<file path="config.mk">
export PLATFORM = sky130hd
export DESIGN_NAME = bounded_step_counter_bank
export DESIGN_NICKNAME = d
export VERILOG_FILES = /design/src/rtl/bounded_step_counter_bank.sv
export SDC_FILE = /design/constraint.sdc
export NUM_CORES = 1
export LEC_CHECK = 0
export ABC_AREA = 1
export BUFFER_PORTS_ARGS = -buffer_cell sky130_fd_sc_hd__buf_2
export CORE_MARGIN = 4
export CORE_UTILIZATION = 59
export CTS_BUF_LIST = sky130_fd_sc_hd__clkbuf_16
export DETAILED_ROUTE_END_ITERATION = 6
export GPL_ROUTABILITY_DRIVEN = 0
export PLACE_DENSITY = 0.9
export SYNTH_ARGS = -nofsm -noshare
export SYNTH_HDL_FRONTEND = slang
export SYNTH_SLANG_ARGS = --single-unit
</file>
<file path="constraint.sdc">
create_clock -name clk -period 4.1 [get_ports clk]
set_input_delay 0.82 -clock clk [delete_from_list [all_inputs] [get_ports clk]]
set_output_delay 0.82 -clock clk [all_outputs]
set_load 0.02 [all_outputs]
</file>
<file path="src/rtl/bounded_step_counter_bank.sv">
// Bank of NCH independent bounded step counters. Each channel advances a position
// register by STEP per request while it is within LIMIT, counting the advances taken.
module bounded_step_counter_bank #(
    parameter int WIDTH = 8,
    parameter int NCH   = 4,
    parameter int START = 1,
    parameter int LIMIT = 200,
    parameter int STEP  = 1,
    parameter int WRAP  = 0
) (
    input  logic                       clk,
    input  logic                       rst,
    input  logic [NCH-1:0]             sel,
    input  logic [NCH-1:0]             clr,
    output logic [NCH*WIDTH-1:0]       i,
    output logic [NCH*WIDTH-1:0]       sn,
    output logic [NCH-1:0]             done,
    output logic [NCH-1:0]             wrap_pulse,
    output logic [$clog2(NCH+1)-1:0]   active_cnt,
    output logic                       all_done
);

    localparam int     CW      = $clog2(NCH + 1);
    localparam longint MAX_VAL = (longint'(1) << WIDTH) - 1;
    localparam bit     WRAP_EN = (WRAP != 0);

    // The advance from LIMIT must still fit in WIDTH bits, so a held channel never overflows.
    if (longint'(LIMIT) + longint'(STEP) > MAX_VAL) begin : g_chk_range
        $fatal(1, "LIMIT + STEP must not exceed 2^WIDTH - 1");
    end
    if (START > LIMIT) begin : g_chk_start
        $fatal(1, "START must not exceed LIMIT");
    end
    if (STEP < 1) begin : g_chk_step
        $fatal(1, "STEP must be at least 1");
    end
    if (NCH < 1) begin : g_chk_nch
        $fatal(1, "NCH must be at least 1");
    end

    logic [WIDTH-1:0] pos_q [NCH];
    logic [WIDTH-1:0] cnt_q [NCH];
    logic [NCH-1:0]   wp_q;

    // NOTE: state registers use non-blocking assignments so every channel samples
    // the pre-edge values regardless of statement order.
    always_ff @(posedge clk) begin
        if (rst) begin
            for (int k = 0; k < NCH; k++) begin
                pos_q[k] <= WIDTH'(START);
                cnt_q[k] <= '0;
            end
            wp_q <= '0;
        end else begin
            for (int k = 0; k < NCH; k++) begin
                wp_q[k] <= 1'b0;
                if (clr[k]) begin
                    pos_q[k] <= WIDTH'(START);
                    cnt_q[k] <= '0;
                end else if (sel[k]) begin
                    if (!done[k]) begin
                        pos_q[k] <= pos_q[k] + WIDTH'(STEP);
                        cnt_q[k] <= cnt_q[k] + WIDTH'(1);
                    end else if (WRAP_EN) begin
                        pos_q[k] <= WIDTH'(START);
                        cnt_q[k] <= '0;
                        wp_q[k]  <= 1'b1;
                    end
                end
            end
        end
    end

    // NOTE: every combinational output gets a default before the loop, so no latch is inferred.
    always_comb begin
        logic [CW-1:0] cnt;
        i          = '0;
        sn         = '0;
        done       = '0;
        cnt        = '0;
        for (int k = 0; k < NCH; k++) begin
            i[k*WIDTH +: WIDTH]  = pos_q[k];
            sn[k*WIDTH +: WIDTH] = cnt_q[k];
            done[k]              = (pos_q[k] > WIDTH'(LIMIT));
            cnt                  = cnt + CW'(!done[k]);
        end
        active_cnt = cnt;
        all_done   = &done;
        wrap_pulse = wp_q;
    end

endmodule

</file>
Yosys cells after proc, flatten, opt, wreduce, memory -nomap -nowiden --
Memories as Yosys holds them, arrays and structs flattened. Cells that the tools add are included.
Operators by class: muxes and demuxes 50, bitwise logic cells 16, reduce and logical (&&, ||, !) cells 5, magnitude comparators 4, $add $sub $neg 11
Operators by type and width (count):
- $mux W8 | 16
- $add A8 B1 Y8 const B | 8
- $mux W1 | 34
- $gt A8 B8 Y1 const B | 4
- $or A1 B1 Y1 | 16
- $logic_not A1 Y1 | 4
- $reduce_and A4 Y1 | 1
- $add A2 B1 Y3 | 1
- $add A3 B1 Y3 | 1
- $add A1 B1 Y2 | 1
Word-level totals: output and inout bits 76, bits of input ports 10, memories 2, RAM bits 64, flip-flop bits (word level) 0
Memory list:
- cnt_q | depth 4, bits a word 8, rd ports 4, clocked after Yosys merged registers in 0, wr ports 4, line 42 | logic [WIDTH-1:0] cnt_q [NCH];
- pos_q | depth 4, bits a word 8, rd ports 4, clocked after Yosys merged registers in 0, wr ports 4, line 41 | logic [WIDTH-1:0] pos_q [NCH];

Depth between registers and ports, before layout --
Gate-level depths: netlist (run 1). An unclocked memory read counts as a cell.
word-level depth 8, mapped depth 11

Least setup slack after synthesis (run 1) --
OpenSTA, ideal clock, no wires.
path kind register to output, from memory pos_q[0][0], to output port active_cnt[1], cell stages (with the launch flop) 12, path buffers 0, arrival 2.253 ns, slack 1.027 ns, data required time 3.280 ns, cells stage by stage edfxtp_1 -> inv_1 -> ha_1 -> inv_1 -> nand2_1 -> nand3_1 -> nand2_2 -> inv_1 -> fa_1 -> inv_1 -> ha_1 -> ha_1
RTL lines:
- from (decl) | line 41
- to (decl) | line 19 | output logic [$clog2(NCH+1)-1:0] active_cnt,

==> impl_metrics.tcl, run 1 <==
set metrics [dict create \
    fmax_ghz 0.293 \
    fin_crit_ns 3.41 \
    cpLargestDelayFamily "adder cells" \
    critPathRequiredTime_ns 3.28 \
    holdWs_ns 0.619 \
    finalMaxSlewViolations 0 \
    r2r_setup_slack_ns 1.92 \
    worst_pin_slew_ns 0.685 \
    cts_tree "done" \
    rsz0062_at_grt "no" \
    cp_cell_sequence "inv_1 > ha_1 > inv_1 > nand2_1 > nand3_1 > nand2_2 > inv_1 > fa_1 > inv_1 > ha_1 > ha_1 > buf_2" \
    wl_per_cell_um 13.5 \
    worstRegToRegCells 8 \
    power_density_mw_per_mm2 379 \
    setup_violations 0 \
    critPathMaxFanout 5 \
    grt_max_degree 17 \
    skew_ns 0.00412 \
    grt_pass1_wl_um 13300 \
    ctsHoldBuffers 0 \
    tns_ns 0 \
    io_buffers 81 \
    r2r-start "pos_q[0][8]" \
    cts_buffers 9 \
    htreeDepth 3 \
    cpMostUsedCell "inv_1" \
    ys_seq_area_share_pct 50.3 \
    cts-root-buf "clkbuf_16" \
    timing.rr.end "cnt_q[0][12]" \
    num-fill-cells 486 \
    syn_inst 444 \
    min_path_cells 1 \
    avgViaCountPerCell 5.08 \
    cts_resized 0 \
    synth_seq_cells 64 \
    dpl.hpwl_um 6030 \
    path_clk_slew_ns 0.05 \
    ir_worst_vdd_uv 292 \
    dpl_cell_area_mm2 0.00426 \
    slew_headroom_pct 54.2 \
    endpoint "active_cnt[1]" \
    antenna_found_initial 0 \
    worstPathBufferInverterCount 5 \
    worstPathArrival_ns 2.59 \
    overflow 0 \
    startpoint "pos_q[0][0]" \
    final_nets 557 \
    grtUsageTotal_pct 22.1 \
    initial_utilization_pct 60.6 \
    dp_slack_ns 1.02 \
    total_leakage_power_nw 2.22 \
    finalHoldViolCount 0 \
    critPathMaxStageDelay_ns 0.55 \
    startpoint_type "flip-flop" \
    worstSkewPairLatency_ns 0.33 \
    drive_above_1_share_pct 20.7 \
    antennaDiodeCount 0 \
    cts_sinks 64 \
    power_w 0.00172 \
    cp.depth 12 \
    grt_pass1_vias 2952 \
    cpMaxStageDelayCell "fa_1" \
    max-clock-path-buffers 2 \
    post_cts_buffers 0 \
    fp-row-count 29 \
    first_pass_iters 5 \
    dieArea_mm2 0.00783 \
    cp-end-kind "output port" \
    vias 3111 \
    synthTopCellsByArea "edfxtp_1, nor2_1, nand2_1, inv_1, ha_1" \
    syn-cell-area_mm2 0.00382 \
    die-width_um 88.5 \
    crit_type "flip-flop to output port" \
    die-height_um 88.5 \
    finalInstanceArea_mm2 0.00454 \
    status "finished, final reports clean" \
    drt-total-wl_um 8250 \
    fin_ws_ns 0.686 \
    io_pins 86 \
    ant_nets 0 \
    drt_iter0_drc 151 \
    synth.avg_cell_area_um2 8.61 \
    yosysTopAreaCell "edfxtp_1" \
    fin_crit_sh_pct 83.3 \
    holdCritPathClass "flip-flop to flip-flop" \
    synth_top_area_share_pct 50.3 \
    ys_warn_count 0 \
    ys_types 22 \
    cap_violations 0 \
    syn_to_final_growth_pct 18.8 \
    core_area_mm2 0.00631 \
    drcViolationCount 0 \
]
-- power breakdown --
part	internal [W]	switching [W]	total [W]	leakage (nW)
sequential	0.000759	0.0000430	0.000802	0.719
clock	0.000460	0.000268	0.000728	0.153
combinational	0.0000621	0.000131	0.000193	1.35
total	0.00128	0.000442	0.00172	2.22
-- sequential cells by signal, indices dropped and copies added, names as in the netlist --
signal	flops
cnt_q	32
pos_q	32
-- metrics by stage --
stage,utilization [%],cells
3_5_place_dp,67.5,597
5_1_grt,72.0,613
4_1_cts,72.0,613
6_report,72.0,613
2_1_floorplan,-,447
3_3_place_gp,67.5,597
-- worst min path at each step --
stage                    to         start
4_1_cts         cnt_q[0][8]   cnt_q[0][8]
3_3_place_gp    cnt_q[0][0]   cnt_q[0][0]
6_report        cnt_q[0][0]   cnt_q[0][0]
5_1_grt         cnt_q[0][8]   cnt_q[0][8]
2_1_floorplan  pos_q[0][15]  pos_q[0][15]
3_5_place_dp    cnt_q[0][0]   cnt_q[0][0]
-- cell families (layout without fill, tap and decap cells) --
| family | Yosys count | count (layout) | synth area share (%) |
|---|---|---|---|
| AND/OR/NAND/NOR | 247 | 247 | 28.2 |
| flip-flops | 64 | 64 | 50.3 |
| adder cells (fa/ha/maj) | 16 | 16 | 5.43 |
| AO/OA/AOI/OAI | 4 | 4 | 0.654 |
| buffers and inverters | 88 | 177 | 9.82 |
| XOR/XNOR | 24 | 24 | 5.50 |
| other | 1 | 4 | 0.0981 |
-- layout by cell type, fill, tap and decap left out --
cell,instances
nand4_1,12
nand3_4,2
xnor2_1,11
ha_1,15
conb_1,4
nand2_1,91
nand2_2,3
nand3b_1,1
buf_2,81
nand3_1,27
nor2_1,93
edfxtp_1,64
xor2_1,13
bufinv_16,1
nor2_4,1
clkbuf_16,9
inv_1,83
fa_1,1
clkinv_2,3
nor2_2,9
a21oi_1,2
nand3_2,2
nor3_1,6
o21bai_1,2
-- cells in the mapped netlist --
cell / count
a21oi_1: 2
buf_4: 4
buf_6: 4
conb_1: 1
edfxtp_1: 64
fa_1: 1
ha_1: 15
inv_1: 80
nand2_1: 91
nand2_2: 3
nand3_1: 27
nand3_2: 2
nand3_4: 2
nand3b_1: 1
nand4_1: 12
nor2_1: 93
nor2_2: 9
nor2_4: 1
nor3_1: 6
o21bai_1: 2
xnor2_1: 11
xor2_1: 13
-- final cells by class --
cell class              count  area (um^2)  share of cell area (%)
well taps                  77         96.3                    2.12
clock inverters             7         56.3                    1.24
repair buffers             81          405                    8.92
clock buffers               9          225                    4.96
multi-input cells         295         1540                    33.8
inverters                  80          300                    6.61
flip-flops and latches     64         1920                    42.3
-- metal layers --
metal  vias up  track usage [%]  routed length [um]
met2        80             37.2                4230
met1      1449             27.3                3390
met4         0             10.4                 151
met3        12             4.47                 473
met5         -                0                   0
li1       1570                -                   -
No activity file was read; power rests on OpenSTA's default activity.
==> inputs of run 2 (changes only) <==
- CORE_UTILIZATION: 59 -> 55
- PLACE_DENSITY: 0.9 -> 0.85
- clock period: 4.1 -> 3.5 ns (I/O delays scaled with it)
==> impl_metrics.tcl, run 2 (same netlist as run 1, synthesis figures left out) <==
set metrics [dict create \
    grtUsageTotal_pct 20.2 \
    slew_headroom_pct 54.4 \
    register_area_mm2 0.00192 \
    layout_common_cells "nor2_1, nand2_1, buf_2" \
    die-height_um 91.4 \
    worstHoldStart "cnt_q[0][0]" \
    htreeDepth 3 \
    power_density_mw_per_mm2 425 \
    die-width_um 91.4 \
    fin_crit_sh_pct 94.0 \
    core_area_mm2 0.00676 \
    ant_nets 0 \
    timing.rr.end "cnt_q[0][8]" \
    dpl_cell_area_mm2 0.00427 \
    critPathMaxFanout 5 \
    final_core_utilization_pct 66.7 \
    grt_pass1_vias 2891 \
    syn_to_final_growth_pct 17.8 \
    vias 3092 \
    finalInstanceArea_mm2 0.00451 \
    path_clk_slew_ns 0.05 \
    cp-end-kind "output port" \
    final_nets 557 \
    fin_cells 613 \
    cts_sinks 64 \
    antennaDiodeCount 0 \
    total_leakage_power_nw 2.19 \
    cts_resized 0 \
    wl_per_cell_um 13.4 \
    critPathRequiredTime_ns 2.80 \
    antenna_found_initial 0 \
    io_buffers 81 \
    fp-row-count 30 \
    fmax_ghz 0.304 \
    io_pins 86 \
    layout_commonest_cell "nor2_1" \
    finalMaxSlewViolations 0 \
    r2r-start "pos_q[0][8]" \
    status "finished, final reports clean" \
    post_cts_buffers 0 \
    drcViolationCount 0 \
    holdCritPathClass "flip-flop to flip-flop" \
    fin_crit_ns 3.29 \
    grt_pass1_wl_um 13400 \
    setup_violations 0 \
    num-fill-cells 565 \
    worstPathArrival_ns 2.59 \
    drive_above_1_share_pct 20.1 \
    r2r_setup_slack_ns 1.32 \
    overflow 0 \
    initial_utilization_pct 56.6 \
    ir_worst_vdd_uv 275 \
    cap_violations 0 \
    reg_top3 "cnt_q x32, pos_q x32" \
    dieArea_mm2 0.00835 \
    finalHoldViolCount 0 \
    min_path_cells 1 \
    multi_input_area_mm2 0.00154 \
    holdWs_ns 0.611 \
    crit_type "flip-flop to output port" \
    rsz0062_at_grt "no" \
    cts_tree "done" \
    dpl.hpwl_um 5990 \
    skew_ns 0.00390 \
    worstRegToRegCells 8 \
    ctsHoldBuffers 0 \
    dp.cells 600 \
    drt_iter0_drc 104 \
    max-clock-path-buffers 2 \
    first_pass_iters 4 \
    whs_endpoint "cnt_q[0][0]" \
    avgViaCountPerCell 5.04 \
    grt_max_degree 17 \
    cts_buffers 9 \
    cts-root-buf "clkbuf_16" \
    worst_pin_slew_ns 0.683 \
    startpoint_type "flip-flop" \
    drt-total-wl_um 8220 \
    worstSkewPairLatency_ns 0.32 \
    tns_ns 0 \
]
[run 2: changes by cell type in the layout (fill, tap and decap cells not counted)]
cell,previous run,this run
clkinv_2,3,0
inv_1,83,80
bufinv_16,1,0
clkinv_1,0,4
[run 2: worst max-delay path by stage]
stage | depth (start not counted) | endpoint | start | slack (ns)
6_report | 12 | active_cnt[1] | pos_q[0][0] | 0.21
2_1_floorplan | 11 | active_cnt[1] | pos_q[0][0] | 0.55
3_5_place_dp | 12 | active_cnt[1] | pos_q[0][0] | 0.57
5_1_grt | 12 | active_cnt[1] | pos_q[0][0] | 0.02
3_3_place_gp | 12 | active_cnt[1] | pos_q[0][0] | 0.65
4_1_cts | 12 | active_cnt[1] | pos_q[0][0] | 0.20
[run 2: metal layers]
metal	wire (um)	GRT usage [%]	up-vias
li1	-	-	1564
met2	4230	34.9	82
met5	0	0	-
met1	3350	23.5	1429
met4	188	9.55	0
met3	446	4.64	17
[run 2: power breakdown]
group | internal [W] | switching, W | leakage, nW
Combinational | 0.0000726 | 0.000152 | 1.35
Sequential | 0.000890 | 0.0000509 | 0.719
Clock | 0.000456 | 0.000295 | 0.117
Total | 0.00142 | 0.000498 | 2.19
[run 2: layout make-up]
cell class                      instances  share of cell area, %
Sequential cell                        64                   42.7
Multi-Input combinational cell        295                   34.1
Timing Repair Buffer                   81                   9.00
Inverter                               80                   6.66
Clock buffer                            9                   5.00
Tap cell                               80                   2.22
Clock inverter                          4                  0.333
[run 2: per-stage QoR]
stage	power, W	setup WS (ns)
after global placement	0.00117	0.646
final	0.00192	0.209
after floorplan	0.00111	0.547
after global routing	0.00199	0.0155
after detailed placement	0.00118	0.571
after CTS	0.00193	0.198
[run 2: critical path, cell delays in order, from the launching register on]
cell and delay [ns]:
edfxtp_1 0.45, inv_1 0.13, ha_1 0.15, inv_1 0.04, nand2_1 0.04, nand3_1 0.08, nand2_2 0.10, inv_1 0.09
fa_1 0.54, inv_1 0.05, ha_1 0.18, ha_1 0.26, buf_2 0.16
